### src/rtl/hazard_ctrl.sv
// rtl/hazard_ctrl.sv - Hazard, forwarding and pipeline-control unit for a 5-stage ARM pipeline
// Also keeps saturating hazard counters and a stall watchdog for debug.
module hazard_ctrl #(
  parameter int CNT_W     = 16,
  parameter int MAX_STALL = 8
) (
  input  logic             clk,
  input  logic             rst_n,
  input  logic [3:0]       RA1D,
  input  logic [3:0]       RA2D,
  input  logic [3:0]       RA1E,
  input  logic [3:0]       RA2E,
  input  logic [3:0]       WA3E,
  input  logic [3:0]       WA3M,
  input  logic [3:0]       WA3W,
  input  logic             RegWriteE,
  input  logic             RegWriteM,
  input  logic             RegWriteW,
  input  logic             MemtoRegE,
  input  logic             PCSrcD,
  input  logic             CondExE,
  input  logic             BranchTakenE,
  input  logic             cnt_clr,
  output logic             StallF,
  output logic             StallD,
  output logic             FlushD,
  output logic             FlushE,
  output logic [1:0]       ForwardAE,
  output logic [1:0]       ForwardBE,
  output logic             PCSrcW,
  output logic [CNT_W-1:0] stall_cnt,
  output logic [CNT_W-1:0] flush_cnt,
  output logic [CNT_W-1:0] ldr_cnt,
  output logic             hazard_timeout
);

  localparam int               RUN_W   = 8;
  localparam logic [RUN_W-1:0] RUN_MAX = RUN_W'(MAX_STALL);
  localparam logic [CNT_W-1:0] CNT_MAX = '1;

  logic [2:0]       pcw;
  logic             ldr_stall;
  logic             pc_wr_pending;
  logic [1:0]       fwd_a;
  logic [1:0]       fwd_b;
  logic [RUN_W-1:0] run_cnt;
  logic [RUN_W-1:0] run_nxt;

  // R15 reads are never forwarded: the PC value comes from the fetch path.
  always_comb begin
    fwd_a = 2'b00;
    if (RegWriteM && (RA1E == WA3M) && (RA1E != 4'd15))
      fwd_a = 2'b10;
    else if (RegWriteW && (RA1E == WA3W) && (RA1E != 4'd15))
      fwd_a = 2'b01;
  end

  always_comb begin
    fwd_b = 2'b00;
    if (RegWriteM && (RA2E == WA3M) && (RA2E != 4'd15))
      fwd_b = 2'b10;
    else if (RegWriteW && (RA2E == WA3W) && (RA2E != 4'd15))
      fwd_b = 2'b01;
  end

  assign ldr_stall     = MemtoRegE && RegWriteE && ((RA1D == WA3E) || (RA2D == WA3E));
  assign pc_wr_pending = PCSrcD || pcw[0] || pcw[1];
  assign PCSrcW        = pcw[2];

  // While in reset the pipeline registers are held flushed and nothing forwards.
  always_comb begin
    StallF    = 1'b0;
    StallD    = 1'b0;
    FlushD    = 1'b1;
    FlushE    = 1'b1;
    ForwardAE = 2'b00;
    ForwardBE = 2'b00;
    if (rst_n) begin
      StallF    = ldr_stall || pc_wr_pending;
      StallD    = ldr_stall;
      FlushD    = pc_wr_pending || PCSrcW || BranchTakenE;
      FlushE    = ldr_stall || BranchTakenE;
      ForwardAE = fwd_a;
      ForwardBE = fwd_b;
    end
  end

  // A PC write squashed in ID/EX or failing its condition never reaches W.
  always_ff @(posedge clk or negedge rst_n) begin
    if (!rst_n) begin
      pcw <= 3'b000;
    end else begin
      pcw[0] <= PCSrcD && !FlushE;
      pcw[1] <= pcw[0] && CondExE;
      pcw[2] <= pcw[1];
    end
  end

  always_ff @(posedge clk or negedge rst_n) begin
    if (!rst_n) begin
      stall_cnt <= '0;
      flush_cnt <= '0;
      ldr_cnt   <= '0;
    end else if (cnt_clr) begin
      stall_cnt <= '0;
      flush_cnt <= '0;
      ldr_cnt   <= '0;
    end else begin
      if (StallF && (stall_cnt != CNT_MAX))
        stall_cnt <= stall_cnt + CNT_W'(1);
      if (FlushE && (flush_cnt != CNT_MAX))
        flush_cnt <= flush_cnt + CNT_W'(1);
      if (ldr_stall && (ldr_cnt != CNT_MAX))
        ldr_cnt <= ldr_cnt + CNT_W'(1);
    end
  end

  always_comb begin
    run_nxt = '0;
    if (StallF)
      run_nxt = (run_cnt == RUN_MAX) ? run_cnt : run_cnt + RUN_W'(1);
  end

  // Timeout is raised on the same edge that completes the MAX_STALL-th stalled cycle.
  always_ff @(posedge clk or negedge rst_n) begin
    if (!rst_n) begin
      run_cnt        <= '0;
      hazard_timeout <= 1'b0;
    end else if (cnt_clr) begin
      run_cnt        <= '0;
      hazard_timeout <= 1'b0;
    end else begin
      run_cnt <= run_nxt;
      if (run_nxt == RUN_MAX)
        hazard_timeout <= 1'b1;
    end
  end

endmodule

### config.mk
export PLATFORM = sky130hd
export DESIGN_NAME = hazard_ctrl
export DESIGN_NICKNAME = d
export VERILOG_FILES = /design/src/rtl/hazard_ctrl.sv
export SDC_FILE = /design/constraint.sdc
export NUM_CORES = 1
export LEC_CHECK = 0
export CORE_ASPECT_RATIO = 1.4
export CORE_MARGIN = 5
export CORE_UTILIZATION = 45
export CTS_CLUSTER_SIZE = 14
export DETAILED_ROUTE_END_ITERATION = 7
export GPL_ROUTABILITY_DRIVEN = 0
export PLACE_DENSITY = 0.75
export SLEW_MARGIN = 25
export SYNTH_ARGS = -nofsm -noshare
export SYNTH_HDL_FRONTEND = slang
export SYNTH_SLANG_ARGS = --single-unit
### constraint.sdc
create_clock -name clk -period 5.1 [get_ports clk]
set_input_delay 1.53 -clock clk [delete_from_list [all_inputs] [get_ports clk]]
set_output_delay 1.53 -clock clk [all_outputs]
set_load 0.01 [all_outputs]
[Word-level counts from Yosys, hierarchy flattened]
Cells that the tools add are included.
Widths: inputs -> output; s select.
Storage, ports and cells
  register bits: 60
  input port bits: 38
  output and inout bits: 58
Cells by class
  add/sub/neg operators: 4
  equality and inequality tests: 13
  mux-type cells: 21
  reduce and logical (&&, ||, !) cells: 27
Operators with widths (number)
  $mux 16: 6
  $add 16x1->16 const B: 3
  $ne 16x16->1 const B: 3
  $eq 4x4->1: 6
  $mux 8: 3
  $eq 8x4->1 const B: 2
  $logic_and 1x1->1: 15
  $add 8x1->8 const B: 1
  $mux 1: 8
  $mux 2: 4
  $ne 4x4->1 const B: 2
  $reduce_bool 2->1: 4
  $logic_or 1x1->1: 7
  $logic_not 1->1: 1

[Logic depth before layout (Yosys ltp)]
Gate-level depths: netlist of the first run.
  word-level depth: 9
  gate-level depth with buffers: 8
  mapped depth without buffers: 7

[Worst setup path after synthesis of the first run]
Ideal clock, no wire load.
  kind: input to output
  from: input RA1D[2]
  to: output StallD
  arrival: 2.851 ns
  required time: 3.570 ns
  path slack: 0.719 ns
  cell stages on the path: 6
  path through: xor2_1 > nor4_2 > o211a_1 > buf_4 > clkbuf_1 > and2_1
Between the ends
  cells in the longest elaborated chain, start to end: 4
RTL lines
  start: declaration: line 9  | input logic [3:0] RA1D,
  $eq 4x4->1: line 66  | assign ldr_stall = MemtoRegE && RegWriteE && ((RA1D == WA3E) || (RA2D == WA3E));
  $logic_or 1x1->1: line 66
  $logic_and 1x1->1: line 66
  $mux 1: line 78  | if (rst_n) begin
  end: declaration: line 25  | output logic StallD,
No other way between the ends.

[Worst setup path in the final report of the first run]
  from: input WA3E[2]
  to: output StallD
Between the ends
  cells in the longest elaborated chain, start to end: 4
  elaborated cells on any way between the ends: 5
  classes of those cells: 2 x eq/ne; 1 x mux; 2 x reduce/logical
RTL lines
  start: declaration: line 13  | input logic [3:0] WA3E,
  $eq 4x4->1: line 66
  $logic_or 1x1->1 *: line 66
  $logic_and 1x1->1 *: line 66
  $mux 1 *: line 78
Mark *: on every way between the ends. The rest lies on a longest branch, timed or not.

==> summary.txt, run 1 <==
Critical path
  – Crit path max-delay family: buffers and inverters
  – Worst-path fanout max: 4
  – Largest incremental delay on the critical path: 530 ps
  – Critical path class: input port to primary output
  – Crit path DAT: 3410 ps
  – Number of buffer and inverter stages on the critical path: 2
  – Critical Path Most Common Cell: clkdlybuf4s50_1
  – Critical Path Sink Type: primary output
  – Worst path cell trace: clkdlybuf4s50_1 > xor2_1 > nor4_2 > o211a_2 > and2_1 > clkdlybuf4s50_1
  – Data required time of the worst path: 3570 ps
  – Startpoint Class: input port
  – Slowest CP cell: clkdlybuf4s50_1

Global routing
  – Vias in the first global route: 3283
  – Initial antenna violation count: 0
  – Total grt overflow: 0
  – Total GRT Usage: about a fifth
  – Largest net degree at the start of global routing: between 50 and 60
  – Global-route wire length before repair: around 15 mm

Finish
  – Most frequent cells in the layout: clkdlybuf4s50_1 (92), dfrtp_1 (60), nor2_1 (59)
  – Multi-input logic area: 0.00195 mm²
  – Layout cells sized above 1: about 8.0%
  – Register Area: 0.00150 mm²
  – Nets: between 500 and 600
  – Post-Layout Cell Count: 597
  – Ant diodes: 0
  – Number of fillers in the final layout: 675
  – Commonest non-fill, non-tap cell in the layout: clkdlybuf4s50_1
  – P&R area growth vs syn: 37.9%

Logic synthesis
  – Yosys top cell by area: dfrtp_1
  – Avg Cell Area, Syn: approximately 9 µm²
  – Commonest register cell after synthesis: dfrtp_1
  – Seq/Total Area, Yosys: 42.5%
  – Mapped Area: 0.00353 mm²
  – Largest cells by area after synthesis: dfrtp_1 (42%), xor2_1 (11%), nor2_1 (6.3%)
  – EDFF count, synth: 0
  – Yosys synthesis warning count: 0
  – Mapped Cells: a little under 400
  – Synth top area share: a little over two fifths
  – Yosys reg bits: 60
  – Synthesized Nets: 430
  – Netlist cell types: 48
  – Fraction of registers with async set/reset: 100%

CTS
  – CTS tree: built
  – Reg clk slew, reported paths: 70 ps
  – Deepest clock path buffer count: 2
  – Root Driver: clkbuf_8
  – Clock latency on the worst-skew pair: 340 ps
  – Cts hold-fix bufs: 0
  – Number of buffers created by CTS: 9
  – H-tree depth: 3
  – CTS sink count: 60

Floorplanning
  – Cell Rows: 38
  – Die X: 84.9 µm
  – Core ar.: 0.00770 mm²
  – Ports: 96
  – Die H: 115 µm
  – Die ar.: slightly below 0.01 mm²
  – Starting Density: 45.9%

STA
  – Worst Hold Slack: 372 ps
  – FMAX: 0.202 GHz
  – Final Skew: around 12 ps
  – Fin. max-slew vios: 0
  – Final Hold Viols: 0
  – Actual slew at the worst max-slew pin: about 990 ps
  – Worst rel slew slack: 34.2%
  – RSZ-0062 raised after global routing: no
  – Final period util: roughly 97%
  – Setup TNS: 0 ps
  – Endpoints failing setup: 0
  – Min Tclk post-route: about 5000 ps

Drt
  – Routed via count: 3249
  – Total wire length: a little under 9 mm
  – Routed Antenna Nets: 0
  – DRC Markers: 0
  – Post-DR vias/cell: 5.44
  – DR WL/cell: 14.8 µm
  – Router iterations before antenna repair: 4
  – Iter 0 DRT Violations: 156

Pwr
  – Maximum vdd drop: 0.190 mV
  – Power Dens Cells: 226 mW/mm²
  – Leakage: between 0.002 and 0.0025 µW
  – Tot Pwr: 1100 µW

Place
  – I/O Buffers: 95
  – HPWL after detailed placement: 6.58 mm
  – Placed cells: 580

Status
  – Status: complete, no violations

Job
  – Maxcap violations: 0

Worst hold path
  – Hold crit path type: register to register
## cell usage after synthesis (all sizes together) (5+ instances only)
master / number
a21oi: 14
and2: 5
and3: 17
clkbuf: 9
dfrtp: 60
ha: 5
inv: 8
nand2: 19
nand3: 30
nand4: 12
nor2: 59
nor3: 11
nor4: 6
o211ai: 9
o21ai: 12
or3: 8
xnor2: 12
xor2: 43
## cells by family after synthesis
family / Yosys count / share of synthesized area [%]
AOI/OAI and AO/OA: 52 / 10.3
buffers and inverters: 20 / 2.30
adders and majority gates: 5 / 1.77
xor gates and xnor gates: 55 / 13.6
DFF: 60 / 42.5
and+or+nand+nor: 189 / 27.7
muxes: 6 / 1.81
## layout make-up
cell class / count / share of cell area, %
multi-input combinational: 307 / 40.1
sequential: 60 / 30.8
timing repair buffer: 106 / 21.3
tap: 100 / 2.57
clock buffer: 9 / 2.54
clock inverter: 7 / 2.03
inverter: 8 / 0.616
## stage by stage
stage | setup slack [ps] | instance area [µm²] | utilization (%)
floorplan | 719 | 3530 | -
global placement | 44.4 | 4640 | 60.2
detailed placement | 9.15 | 4640 | 60.2
CTS | 9.05 | 4860 | 63.1
global route | 1.42 | 4870 | 63.3
finish | 156 | 4870 | 63.3
## power by group
group | internal, µW | switching, µW
logic | 61.8 | 63.5
registers | 481 | 6.37
clock network | 278 | 208
## timing repair
action | in CTS | in global routing
setup buffers | 0 | 1
setup endpoints to repair | 0 | 2
resized for setup | 0 | 3
## path summary, 6_finish.rpt
check | from | to | slack (ps) | cells past startpoint
max | WA3E[2] | StallD | 160 | 6
min | pcw[1]$_DFF_PN0_ | pcw[2]$_DFF_PN0_ | 370 | 0
max reg2reg | flush_cnt[0]$_DFFE_PN0P_ | flush_cnt[15]$_DFFE_PN0P_ | 2770 | 7
min reg2reg | pcw[1]$_DFF_PN0_ | pcw[2]$_DFF_PN0_ | 370 | 0
max in group asynchronous | rst_n | ldr_cnt[2]$_DFFE_PN0P_ | 3460 | 2
min in group asynchronous | rst_n | ldr_cnt[7]$_DFFE_PN0P_ | 1280 | 2
## metal layers
layer / global-route usage [%] / wire length (µm)
met1: 22.0 / 3680
met2: 32.3 / 4480
met3: 6.09 / 518
met4: 6.76 / 146
met5: 0 / 0
## registers in the layout, indices dropped and copies added, names as in the netlist
register,cells
flush_cnt,16
hazard_timeout,1
ldr_cnt,16
pcw,3
run_cnt,8
stall_cnt,16
## worst reg2reg max path, cell delays in order (launching register included)
cell	delay, ps
dfrtp_1	420
ha_1	250
nand3_1	120
nor4_1	80
or4b_1	650
nor2_1	220
nand4_1	150
mux2_1	330
Note: power is estimated with default switching activity, not from simulation.
==> run 2, diff against run 1 <==
--- a/config.mk
+++ b/config.mk
@@ -5,8 +5,8 @@
 export SDC_FILE = /design/constraint.sdc
 export NUM_CORES = 1
 export LEC_CHECK = 0
+export CAP_MARGIN = 20
 export CORE_ASPECT_RATIO = 1.4
-export CORE_MARGIN = 5
 export CORE_UTILIZATION = 45
 export CTS_CLUSTER_SIZE = 14
 export DETAILED_ROUTE_END_ITERATION = 7
==> run 2 against run 1 <==
  * Wire length fell by 3.1%
  * Non-clock buffer count rose by 3
  * First-iteration DRC count fell by 26%
  * Design area rose by 0.26%
  * Critical endpoint is now FlushE
  * Register-to-register slack barely moved
  * Highest routed layer unchanged
  * Clock power rose by 1%
  * Power rose by 0.32%
  * Final cell count did not move
  * Clock skew fell by 4.8 ps
  * Critical path depth rose by 1
  * Via count rose by 0.98%
  * Worst hold slack improved by 5.9 ps
==> summary.txt, run 2 (synthesis gave the netlist of run 1 again) <==
STA
  – Fin. max-slew vios: 0
  – Setup TNS: 0 ps
  – Final worst slack: 171 ps
  – Actual slew at the worst max-slew pin: 571 ps
  – Final period util: around 97%
  – Worst rel slew slack: 61.7%
  – RSZ-0062 raised after global routing: no
  – FMAX: 0.203 GHz
  – Endpoints failing setup: 0
  – Final Hold Viols: 0
  – Final Skew: 7.41 ps
  – Min Tclk post-route: 4930 ps

Drt
  – Routed wl met3: 356 µm
  – Met1 WL: 3.47 mm
  – Routed via count: 3281
  – Post-DR vias/cell: 5.50
  – Router iterations before antenna repair: 4
  – DRC Markers: 0
  – Total wire length: 8.55 mm
  – Met2 WL: 4.49 mm
  – Routed Antenna Nets: 0
  – Highest Signal Layer: met4
  – DR WL/cell: 14.3 µm
  – Iter 0 DRT Violations: 115

Finish
  – Nets: 538
  – Ant diodes: 0
  – Commonest non-fill, non-tap cell in the layout: clkdlybuf4s50_1
  – Most frequent cells in the layout: clkdlybuf4s50_1 (90), dfrtp_1 (60), nor2_1 (59)
  – Final core occ: 65.5%
  – P&R area growth vs syn: 38.2%
  – Largest regs: flush_cnt: 16 flops, ldr_cnt: 16 flops, stall_cnt: 16 flops
  – Layout cells sized above 1: under 10%

Global routing
  – Global-route wire length before repair: 14.6 mm
  – Initial antenna violation count: 0
  – Largest net degree at the start of global routing: 29
  – Total GRT Usage: approximately 22%
  – Total grt overflow: 0
  – Vias in the first global route: 3245

Pwr
  – Maximum vdd drop: 0.165 mV
  – Tot Pwr: 1100 µW
  – Leakage: approximately 0.0021 µW
  – Power Dens Cells: about 230 mW/mm²

Floorplanning
  – Core ar.: 0.00745 mm²
  – Starting Density: 47.4%
  – Ports: 96
  – Die ar.: 0.00822 mm²
  – Die H: 107 µm
  – Cell Rows: 37
  – Die X: between 70 and 80 µm

CTS
  – Root Driver: clkbuf_8
  – CTS sink count: 60
  – Reg clk slew, reported paths: 70 ps
  – CTS tree: built
  – H-tree depth: 3
  – Deepest clock path buffer count: 2
  – Clock latency on the worst-skew pair: ~350 ps
  – Number of buffers created by CTS: 9
  – Cts hold-fix bufs: 0

Critical path
  – Startpoint Class: input port
  – Critical Path Sink Type: primary output
  – Worst-path fanout max: 2
  – Data required time of the worst path: 3570 ps
  – Crit path DAT: 3400 ps
  – R2R depth: 7
  – Critical path class: input port to primary output

Place
  – I/O Buffers: 95
  – DP Worst Slack: 42.0 ps
  – HPWL after detailed placement: 6.44 mm

Worst hold path
  – Hold path depth: 0
  – Hold crit path type: register to register

Status
  – Status: complete, no violations

Job
  – Maxcap violations: 0
==> run 2: cell types whose count changed in the layout (fill, tap and decap cells not counted), sizes merged <==
cell | previous run | this run
buf | 13 | 16
clkinvlp | 1 | 0
dlymetal6s2s | 1 | 3
clkinv | 2 | 4
clkdlybuf4s50 | 92 | 90
inv | 10 | 9
==> run 2: area by class of cell <==
| class | count | area, µm² |
|---|---|---|
| Fill cell | 627 | 2570 |
| Multi-Input combinational cell | 307 | 1950 |
| Sequential cell | 60 | 1500 |
| Timing Repair Buffer | 109 | 1050 |
| Clock buffer | 9 | 124 |
| Tap cell | 97 | 121 |
| Clock inverter | 7 | 100 |
| Inverter | 8 | 30.0 |
==> run 2: critical path, cell delays in order <==
cell             delay, ps
clkdlybuf4s50_1        450
xor2_1                 180
nor4_2                 300
buf_4                  170
o211ai_1                90
nand2b_1               110
clkdlybuf4s50_1        560
==> run 2: repair_timing <==
action                                 4_1_cts  5_1_grt
endpoints found under the hold margin        0        0
buffers inserted                             0        1
resized for setup                            0        4
setup endpoints to repair                    0        2
==> run 2: layer usage <==
metal  track usage (%)  vias up
met5                 0        -
met4              12.4        0
met3              3.40       17
met2              39.0       76
met1              26.0     1597
li1                  -     1591
==> run 2: path summary, 6_finish.rpt <==
check	startpoint	end	slack [ps]
worst max-delay path	WA3E[0]	FlushE	170
worst min-delay path	pcw[1]$_DFF_PN0_	pcw[2]$_DFF_PN0_	380
worst max register to register	flush_cnt[0]$_DFFE_PN0P_	flush_cnt[15]$_DFFE_PN0P_	2780
worst min register to register	pcw[1]$_DFF_PN0_	pcw[2]$_DFF_PN0_	380
max in group asynchronous	rst_n	stall_cnt[14]$_DFFE_PN0P_	3410
min in group asynchronous	rst_n	flush_cnt[4]$_DFFE_PN0P_	1070
==> run 2: per-stage QoR <==
stage	std cells	instance area (µm²)	hold WS (ps)
floorplan	387	3530	346
global placement	580	4640	354
detailed placement	580	4640	362
CTS	596	4870	382
global route	597	4880	390
finish	597	4880	378
==> run 2: power by group <==
part           leakage [µW]  switching, µW  internal, µW
registers          0.000834           6.35           481
clock network      0.000114            213           278
logic               0.00114           62.1          61.8
